### src/rtl/down_counter8_tff_pkg.sv
// Shared definitions for the down-counter family: default width and the wrap value.
package down_counter8_tff_pkg;

  localparam int unsigned CNT_WIDTH = 8;
  localparam logic [CNT_WIDTH-1:0] ALL_ONES = '1;

endpackage : down_counter8_tff_pkg

### src/rtl/down_counter8_tff_tff_sync.sv
// Behavioural T flip-flop with synchronous active-high clear.
module tff_sync (
  input  logic clk,
  input  logic clear,
  input  logic t,
  output logic q
);

  logic q_q;

  // NOTE: state is updated with non-blocking assignments so every flop samples pre-edge values.
  always_ff @(posedge clk) begin
    if (clear) begin
      q_q <= 1'b0;
    end else if (t) begin
      q_q <= ~q_q;
    end
  end

  assign q = q_q;

endmodule : tff_sync

### src/rtl/down_counter8_tff.sv
// Loadable down counter built from T flip-flops; load is applied through the
// T inputs (T = q ^ d), and borrow flags the cycle after a 0 -> all-ones wrap.
module down_counter8_tff
  import down_counter8_tff_pkg::*;
#(
  parameter int unsigned WIDTH = CNT_WIDTH
) (
  input  logic             clk,
  input  logic             clear,
  input  logic             enable,
  input  logic             load,
  input  logic [WIDTH-1:0] d,
  output logic [WIDTH-1:0] q,
  output logic             zero,
  output logic             borrow
);

  logic [WIDTH-1:0] cnt_q;
  logic [WIDTH-1:0] t;
  logic [WIDTH:0]   low_zero;
  logic             borrow_q;
  logic             borrow_d;

  // low_zero[i] is high when bits 0..i-1 are all zero, i.e. bit i must toggle on a decrement.
  assign low_zero[0] = 1'b1;

  for (genvar i = 0; i < WIDTH; i++) begin : g_bit
    assign low_zero[i+1] = low_zero[i] & ~cnt_q[i];
    assign t[i] = (load & (cnt_q[i] ^ d[i])) | (~load & enable & low_zero[i]);

    tff_sync u_tff (
      .clk   (clk),
      .clear (clear),
      .t     (t[i]),
      .q     (cnt_q[i])
    );
  end

  assign zero     = low_zero[WIDTH];
  assign borrow_d = enable & ~load & low_zero[WIDTH];

  always_ff @(posedge clk) begin
    if (clear) begin
      borrow_q <= 1'b0;
    end else begin
      borrow_q <= borrow_d;
    end
  end

  assign q      = cnt_q;
  assign borrow = borrow_q;

endmodule : down_counter8_tff

### config.mk
export PLATFORM = sky130hd
export DESIGN_NAME = down_counter8_tff
export DESIGN_NICKNAME = d
export VERILOG_FILES = /design/src/rtl/down_counter8_tff_pkg.sv /design/src/rtl/down_counter8_tff_tff_sync.sv /design/src/rtl/down_counter8_tff.sv
export SDC_FILE = /design/constraint.sdc
export NUM_CORES = 1
export LEC_CHECK = 0
export ABC_AREA = 1
export CAP_MARGIN = 20
export CORE_UTILIZATION = 37
export CTS_CLUSTER_DIAMETER = 30
export DETAILED_ROUTE_END_ITERATION = 8
export GPL_TIMING_DRIVEN = 0
export PLACE_DENSITY = 0.82
export SKIP_LAST_GASP = 1
export SYNTH_ARGS = -nofsm -noshare
export SYNTH_HDL_FRONTEND = slang
export SYNTH_SLANG_ARGS = --single-unit
### constraint.sdc
create_clock -name clk -period 1 [get_ports clk]
set_input_delay 0.2 -clock clk [delete_from_list [all_inputs] [get_ports clk]]
set_output_delay 0.2 -clock clk [all_outputs]
set_load 0.02 [all_outputs]
* Word-level counts from Yosys, hierarchy flattened
Cells that the tools add are included.
** Storage, ports and cells
- Register bits :: 9
- Output and inout bits :: 10
** Cells by class
- Bitwise logic cells :: 49
** Operators by type and width (number)
- $and A1 B1 Y1 :: 24
- $not A1 Y1 :: 9
- $or A1 B1 Y1 :: 8
- $xor A1 B1 Y1 :: 8

* Longest topological paths before layout
Gate-level depths: netlist of run 1.
- Depth in word-level cells :: 9
- Mapped depth :: 7
- Gate-level depth less buffers :: 7

* By module
A second synthesis of run 1 with hierarchy kept.
** Second synthesis, totals
- Cells, all modules :: 99
- Area total of the unflattened synthesis :: 601.8 µm²
** By module, submodules not included
- tff_sync :: instances 8, cells an instance 6, area each 38.8 µm²
- down_counter8_tff :: instances 1, cells an instance 51, area each 291.5 µm²

* Worst setup path after synthesis of run 1
Ideal clock, no wire load.
- Path kind :: flip-flop to flip-flop
- Start :: reg g_bit[2].u_tff.q_q
- End :: reg borrow_q, in the netlist borrow
- Library setup time :: 0.060 ns
- Arrival time :: 1.049 ns
- Data required time :: 0.940 ns
- Path slack :: -0.109 ns
- Stages on the path, launching flop included :: 7
- Period minus slack after synthesis :: 1.109 ns
- Cells stage by stage :: dfxtp_1 nor2_4 inv_1 nor2_1 nand2_1 nor2_2 and3_1
** Between the ends
- Cells in the longest elaborated chain, start to end :: 8
** Ends and longest elaborated chain
- start: declaration :: line down_counter8_tff_tff_sync.sv:9 : logic q_q;
- start signal: assignment :: line down_counter8_tff_tff_sync.sv:16 : q_q <= ~q_q;
- $not A1 Y1 :: line down_counter8_tff.sv:28 : assign low_zero[i+1] = low_zero[i] & ~cnt_q[i];
- $and A1 B1 Y1 (6 in series) :: line down_counter8_tff.sv:28
- via zero :: line down_counter8_tff.sv:14 : output logic zero,
- $and A1 B1 Y1 :: line down_counter8_tff.sv:40 : assign borrow_d = enable & ~load & low_zero[WIDTH];
- end signal: assignment :: line down_counter8_tff.sv:46 : borrow_q <= borrow_d;
- end: declaration :: line down_counter8_tff.sv:21 : logic borrow_q;
The timed path passes the listed nets, and every way through them passes these cells.
A chain may end at the register's enable or synchronous reset.

* Worst setup path in the final report of run 1
- Start :: reg g_bit[2].u_tff.q_q
- End :: out zero
** Between the ends
- Cells in the longest elaborated chain, start to end :: 7
** Ends and longest elaborated chain (line)
- $not A1 Y1 :: down_counter8_tff.sv:28
- $and A1 B1 Y1 (6 in series) :: down_counter8_tff.sv:28
- end: declaration :: down_counter8_tff.sv:14
No other way between the ends.

==> results of run 1 <==
-- flip-flops by register name, summed over array words and instances (netlist names) --
signal and flops:
borrow 1, g_bit.u_tff.q 8
-- layout make-up --
class,count,area (um^2)
Inverter,10,40.0
Fill cell,92,280
Multi-Input combinational cell,49,360
Tap cell,15,18.8
Sequential cell,9,203
Clock buffer,4,26.3
Timing Repair Buffer,33,328
Buffer,9,93.8
-- power by group through the flow --
stage,Clock [mW],Combinational (mW),Sequential [mW]
final,0.285,0.541,0.433
after global routing,0.308,0.578,0.436
after CTS,0.290,0.458,0.430
after detailed placement,0,0.358,0.430
after global placement,0,0.351,0.428
after floorplan,0,0.221,0.424
-- worst paths after layout --
check	start	end	slack, ns	cells past startpoint
worst max-delay path	g_bit[2].u_tff.q	zero	-0.35	6
worst min-delay path	clear	g_bit[5].u_tff.q	0.26	2
worst max register to register	g_bit[0].u_tff.q	g_bit[5].u_tff.q	-0.15	6
worst min register to register	g_bit[7].u_tff.q	g_bit[7].u_tff.q	0.59	3
-- metal layers --
metal / vias to the layer above / global-route usage, % / wire [um]
met5: - / 0 / 0
met1: 306 / 22.5 / 648
met2: 31 / 41.8 / 977
li1: 318 / - / -
met3: 6 / 6.52 / 106
met4: 0 / 20.0 / 48
-- worst register-to-register path, delay by kind of cell (launching register included) --
kind,cells,cell delay (ns)
compound gates,1,0.05
buf+inv,2,0.27
flops,1,0.35
simple gates,3,0.37
-- timing repair --
action | CTS | global route
setup buffers | 8 | 4
setup endpoints to repair | 19 | 18
gates resized for setup | 90 | 20
endpoints found under the hold margin | 0 | 0
pin swaps | 22 | 14
-- kinds of logic (layout without fill, tap and decap cells) --
family / count (synthesis) / count (layout)
simple gates: 35 / 35
compound gates: 14 / 14
buf+inv: 19 / 56
flops: 9 / 9
-- metrics by stage --
step | TNS, ns | area (um^2) | util (%) | hold WS (ns)
floorplan | -0.0620 | 566 | - | 0.262
global placement | -7.00 | 795 | 58.9 | 0.533
detailed placement | -7.13 | 795 | 58.9 | 0.561
CTS | -1.79 | 970 | 71.8 | 0.418
global route | -2.36 | 1070 | 79.2 | 0.264
finish | -1.68 | 1070 | 79.2 | 0.262
-- cells in the final DEF, fill, tap and decap left out, types with 3 or more instances in the layout --
cell / n
nand2_1: 10
buf_4: 9
inv_2: 4
inv_1: 5
buf_6: 21
dfxtp_4: 5
a21oi_1: 4
clkbuf_4: 3
nor2_1: 5
clkdlybuf4s50_1: 8
a21oi_2: 3
dfxtp_2: 3
o211ai_1: 4
nor2_4: 7
==> results.md, run 1 <==
* Status: complete, but fails checks
* Failing checks: negative setup slack
* Synth top area share at 32.4%
* Antenna Nets Post-Route at 0
* Yosys warns at 0
* Total GRT Usage at between 20% and 30%
* Crit path setup slack, layout at -0.354 ns
* Synth unique cells at 21
* RSZ-0062 raised after global routing: yes
* Worst path bufs/invs at 2
* Sw Ratio at around 33%
* Area of the mapped netlist at ~560 um^2
* Startpoint Class: flip-flop
* Worst-path clk slew at around 0.060 ns
* CTS tree: done
* Drt total wl at between 1500 and 2000 um
* Fraction of layout instances using a drive strength above 1 at about three fifths
* Skew final at 0.00175 ns
* Final total power at around 1.3 mW
* Critical path fanouts, max at 3
* Fmax at around 740 MHz
* PortBufs at 21
* Clock sinks at 9
* Period Utilization, post-route at 135%
* Final net count at 127
* ANT cells at 0
* Endpoints failing hold at 0
* Yosys reg bits at 9
* Int Pwr at approximately 0.84 mW
* Mux contribution to synthesized area at 0%
* Area fraction in compound gates after synthesis at between 10% and 20%
* First-pass GRT wire length at around 2500 um
* Starting Density at between 40% and 50%
* Final worst path period need at roughly 1.4 ns
* Placed cell count at roughly 110
* Post-synth EDFFs at 0
* Io pins at 22
* Avg Cell Area, Syn at between 7 and 8 um^2
* Syn Nets at between 80 and 90
* Ys async rst share at 0%
* Critical path class: flip-flop to primary output
* Final Non-Filler Cells at approximately 130
* Initial antenna violation count at 0
* Part of the power in registers at about a third
* Post-DP HPWL at between 900 and 1000 um
* # Max-Cap Violations at 0
* Crit-path leading delay family: simple AND/OR/NAND/NOR gates
* Average wire per standard cell at 13.8 um
* Top cells by area, synth: dfxtp_1 32%, buf_4 11%, nand2_1 9.4%
* Slew HR at approximately 81%
* Synth area leader: dfxtp_1
* GR Overflow Total at 0
* Area share of xor/xnor cells in the synthesized design at 0%
* Slowest stage delay, CP at 0.34 ns
* CTS H-tree lvls at 1
* Pwr/cell area at approximately 1200 nW/um^2
* Largest net degree at the start of global routing at 11
* Hold-fix buffers, CTS at 0
* Critical Path Slowest Stage Cell: dfxtp_2
* Latest clock arrival within the worst-skew pair at approximately 0.26 ns
* Most Frequent Cell on Critical Path: nor2_4
* Clock Power Share at around 23%
* Sequential area share after synthesis at about 32%
* CTS Root Buffer Type: clkbuf_4
* Core ar. at about 1400 um^2
* Via count at ~660
* Num CTS Buffers at 3
* Drt drc at 0
* Leak Pwr at around 0.49 nW
* Worst slack, placed at -0.614 ns
* Chip width at 40.8 um
* Die area at about 1700 um^2
* Maximum root-to-sink buffer count at 2
* Post-synth top cells: 14 x nand2_1, 9 x dfxtp_1, 9 x inv_1
* Final setup violation count at 17
* Vias in the first global route at 609
* Gate power share at between 40 and 50%
* Top-count cell post-synth: nand2_1
* Drt via density at a little over 5
* P&R area growth vs syn at 92.1%
* Main synth FF type: dfxtp_1
* Critical Path AT at 1.15 ns
* Measured slew at the worst slew-check pin at about 0.28 ns
* Worst-path cell chain: nor2_4 -> inv_2 -> nor2_4 -> nand2_2 -> nor2_4 -> buf_6
* Worst IR Drop VDD at around 650 uV
* Switching power at approximately 0.42 mW
* Post-Synth Simple-Gate Area at a little under a third
* Starting DRT DRC Count at 8
* Largest family of logic cells by synthesized area: simple AND/OR/NAND/NOR gates
* Kind of end point of the critical path: primary output
* Max Slew Vio Count at 0
* Post-Synth Adder-Cell Area at 0%
* FP Rows at 13
* Mapped Cells at 77
* Placer Congestion at 0.739
* Die Ht at ~41 um
* Worst EP required at 0.80 ns
* DRT Pass-1 Iters at 4
* Worst Hold Class: primary input to flip-flop
Power figures use the tool's default switching activity.
==> inputs of run 2 (changes only) <==
--- a/config.mk
+++ b/config.mk
@@ -8,9 +8,10 @@
 export ABC_AREA = 1
 export CAP_MARGIN = 20
-export CORE_UTILIZATION = 37
+export CORE_MARGIN = 2
+export CORE_UTILIZATION = 40
 export CTS_CLUSTER_DIAMETER = 30
 export DETAILED_ROUTE_END_ITERATION = 8
 export GPL_TIMING_DRIVEN = 0
-export PLACE_DENSITY = 0.82
+export PLACE_DENSITY = 0.84
 export SKIP_LAST_GASP = 1
 export SYNTH_ARGS = -nofsm -noshare
==> constraint.sdc (replaced) <==
create_clock -name clk -period 1.5 [get_ports clk]
set_input_delay 0.3 -clock clk [delete_from_list [all_inputs] [get_ports clk]]
set_output_delay 0.3 -clock clk [all_outputs]
set_load 0.01 [all_outputs]
==> run 2 against run 1 <==
The flow still finishes with violations (negative setup slack). First-iteration DRC count grew to 2.5 times the previous value. Total power decreased by 44%. Clock power is 32% lower. Utilization fell by 15 points. Global-route usage down 6.2 points. Critical path depth unchanged. Hold slack gained 0.29 ns. Cell area is 22% lower. Via count decreased by 11%. Worst setup slack improved by 0.27 ns. Clock-buffer cell count did not move. Highest routed layer unchanged.
==> results.md, run 2 (synthesis results as in run 1) <==
* Status: complete, but fails checks
* Failing checks: negative setup slack
* Die area at 1710 um^2 (+2.6%)
* Critical path class: flip-flop to primary output
* CTS Root Buffer Type: clkbuf_4
* Kind of end point of the critical path: primary output
* Fmax at ~630 MHz
* Period Utilization, post-route at 105%
* Post-DP HPWL at 940 um (-2.6%)
* Slew HR at 77.2% (-4.0 points)
* Clock sinks at 9 (unchanged)
* Area occupied by multi-input gates at 283 um^2 (-22%)
* Skew final at 0.00433 ns (+0.00258 ns)
* Final worst path period need at roughly 1.6 ns
* Hold-fix buffers, CTS at 0 (unchanged)
* FF/Latch Area at 190 um^2 (-6.2%)
* Reg2Reg Setup Slack at 0.32 ns (+0.47 ns)
* Largest net degree at the start of global routing at 11 (unchanged)
* Area after DPL at 786 um^2 (-1.1%)
* Vias in the first global route at 471 (-23%)
* Leak Pwr at 0.398 nW (-18%)
* Drt drc at 0 (unchanged)
* Worst Hold Class: flip-flop to flip-flop
* Fillers at 129 (+40%)
* Critical Path Slowest Stage Cell: dfxtp_4
* Drt total wl at 1340 um (-25%)
* Setup_tns at -0.0810 ns (+1.60 ns)
* ANT cells at 0 (unchanged)
* Worst path bufs/invs at 2 (unchanged)
* First-pass GRT wire length at 1930 um (-22%)
* Gate power share at 31.9% (-11 points)
* Commonest non-fill, non-tap cell in the layout: nand2_1
* Starting Density at 42.8% (+1.5 points)
* Core ar. at 1300 um^2 (-3.6%)
* Crit path setup slack, layout at -0.0810 ns (+0.273 ns)
* Worst EP required at 1.20 ns (+0.40 ns)
* Num CTS Buffers at 3 (unchanged)
* Max Slew Vio Count at 0 (unchanged)
* Max FFs per register at 8 (unchanged)
* Switching power at 0.217 mW (-48%)
* CTS tree: done
* Critical path fanouts, max at 3 (unchanged)
* GR Overflow Total at 0 (unchanged)
* Crit-path leading delay family: simple AND/OR/NAND/NOR gates
* Int Pwr at 0.483 mW (-42%)
* Cell area after layout at 830 um^2 (-22%)
* Placer Congestion at 0.702 (-5.1%)
* Latest clock arrival within the worst-skew pair at 0.26 ns (about the same)
* Io pins at 22 (unchanged)
* Final total power at 0.701 mW (-44%)
* FP Rows at 13 (unchanged)
* PortBufs at 21 (unchanged)
* Critical Path AT at 1.28 ns (+0.13 ns)
* Worst IR Drop VDD at 607 uV (-6.4%)
* Total GRT Usage at 17.6% (-6.2 points)
* Worst-path cell chain: nor2_4 -> inv_2 -> nor2_4 -> nand2_2 -> nor2_2 -> buf_2
* Via count at 591 (-11%)
* Antenna Nets Post-Route at 0 (unchanged)
* Worst-path clk slew at 0.06 ns (about the same)
* RSZ-0062 raised after global routing: yes
* Chip width at 41.3 um (+1.3%)
* DRT Pass-1 Iters at 5 (+1)
* Maximum root-to-sink buffer count at 2 (unchanged)
* Final net count at 116 (-8.7%)
* # Max-Cap Violations at 0 (unchanged)
* Final setup violation count at 1 (-16)
* Initial antenna violation count at 0 (unchanged)
* Part of the power in registers at 40.5% (+6.1 points)
* Pwr/cell area at 845 nW/um^2 (-28%)
* Measured slew at the worst slew-check pin at 0.341 ns (+0.0591 ns)
* Fraction of layout instances using a drive strength above 1 at 33.0% (-28 points)
* Startpoint Class: flip-flop
* Die Ht at 41.3 um (+1.3%)
* Average wire per standard cell at 11.3 um (-18%)
* Slowest stage delay, CP at 0.36 ns (+0.02 ns)
* Worst slack, placed at -0.187 ns (+0.427 ns)
* Starting DRT DRC Count at 20 (+12)
* Highest-count cells in the layout ignoring fill and taps: 13 x nand2_1, 12 x clkdlybuf4s50_1, 9 x buf_4, 8 x inv_1, 8 x dlygate4sd2_1
* P&R area growth vs syn at 49.0%
* Most Frequent Cell on Critical Path: nor2_4
* Clock Power Share at 27.6% (+4.9 points)
* Endpoints failing hold at 0 (unchanged)
* Sw Ratio at 31.0% (-2.4 points)
* CTS H-tree lvls at 1 (unchanged)
* Drt via density at 5.01 (-2.3%)
==> run 2: worst reg2reg max path, cell delays in order, from the launching register on <==
cell	delay, ns
dfxtp_2	0.34
nor2_1	0.26
nand3_2	0.17
nor2_4	0.13
nand3_1	0.07
nand2_1	0.06
nor2_1	0.04
==> run 2: repair_timing <==
action,4_1_cts,5_1_grt
pin swaps,0,4
hold endpoints to repair,0,0
gates cloned,0,0
setup buffers,0,1
gates resized for setup,20,4
setup endpoints to repair,9,2
==> run 2: stage by stage <==
step / std cells / hold WS [ns] / util [%]
2_1_floorplan: 77 / 0.362 / -
3_3_place_gp: 113 / 0.534 / 60.4
3_5_place_dp: 113 / 0.538 / 60.4
4_1_cts: 117 / 0.554 / 62.4
5_1_grt: 118 / 0.585 / 63.7
6_report: 118 / 0.553 / 63.7
==> run 2: cell type report <==
type                    instances  area share [%]
flip-flops and latches          9            22.9
multi-input cells              49            34.1
repair buffers                 22            24.4
plain buffers                   9            8.60
clock buffers                   4            3.17
inverters                      10            4.52
well taps                      15            2.26
==> run 2: metal layers <==
layer,vias to the layer above,track usage [%],share of wire [%]
met5,-,0,0
met4,0,4.84,0.97
met3,4,6.38,7.6
met2,23,31.6,53
met1,273,19.4,38
li1,291,-,-
==> run 2: power by group through the flow <==
stage | Clock, mW | Sequential [mW] | Combinational, mW
finish | 0.193 | 0.284 | 0.224
global route | 0.202 | 0.286 | 0.249
CTS | 0.192 | 0.284 | 0.205
detailed placement | 0 | 0.285 | 0.217
global placement | 0 | 0.284 | 0.213
floorplan | 0 | 0.280 | 0.127
==> run 2: worst paths after layout <==
path | from | cells after the start | end
setup / recovery | g_bit[3].u_tff.q | 6 | zero
hold / removal | g_bit[4].u_tff.q | 3 | g_bit[5].u_tff.q
setup reg to reg | g_bit[1].u_tff.q | 6 | g_bit[6].u_tff.q
hold reg to reg | g_bit[4].u_tff.q | 3 | g_bit[5].u_tff.q
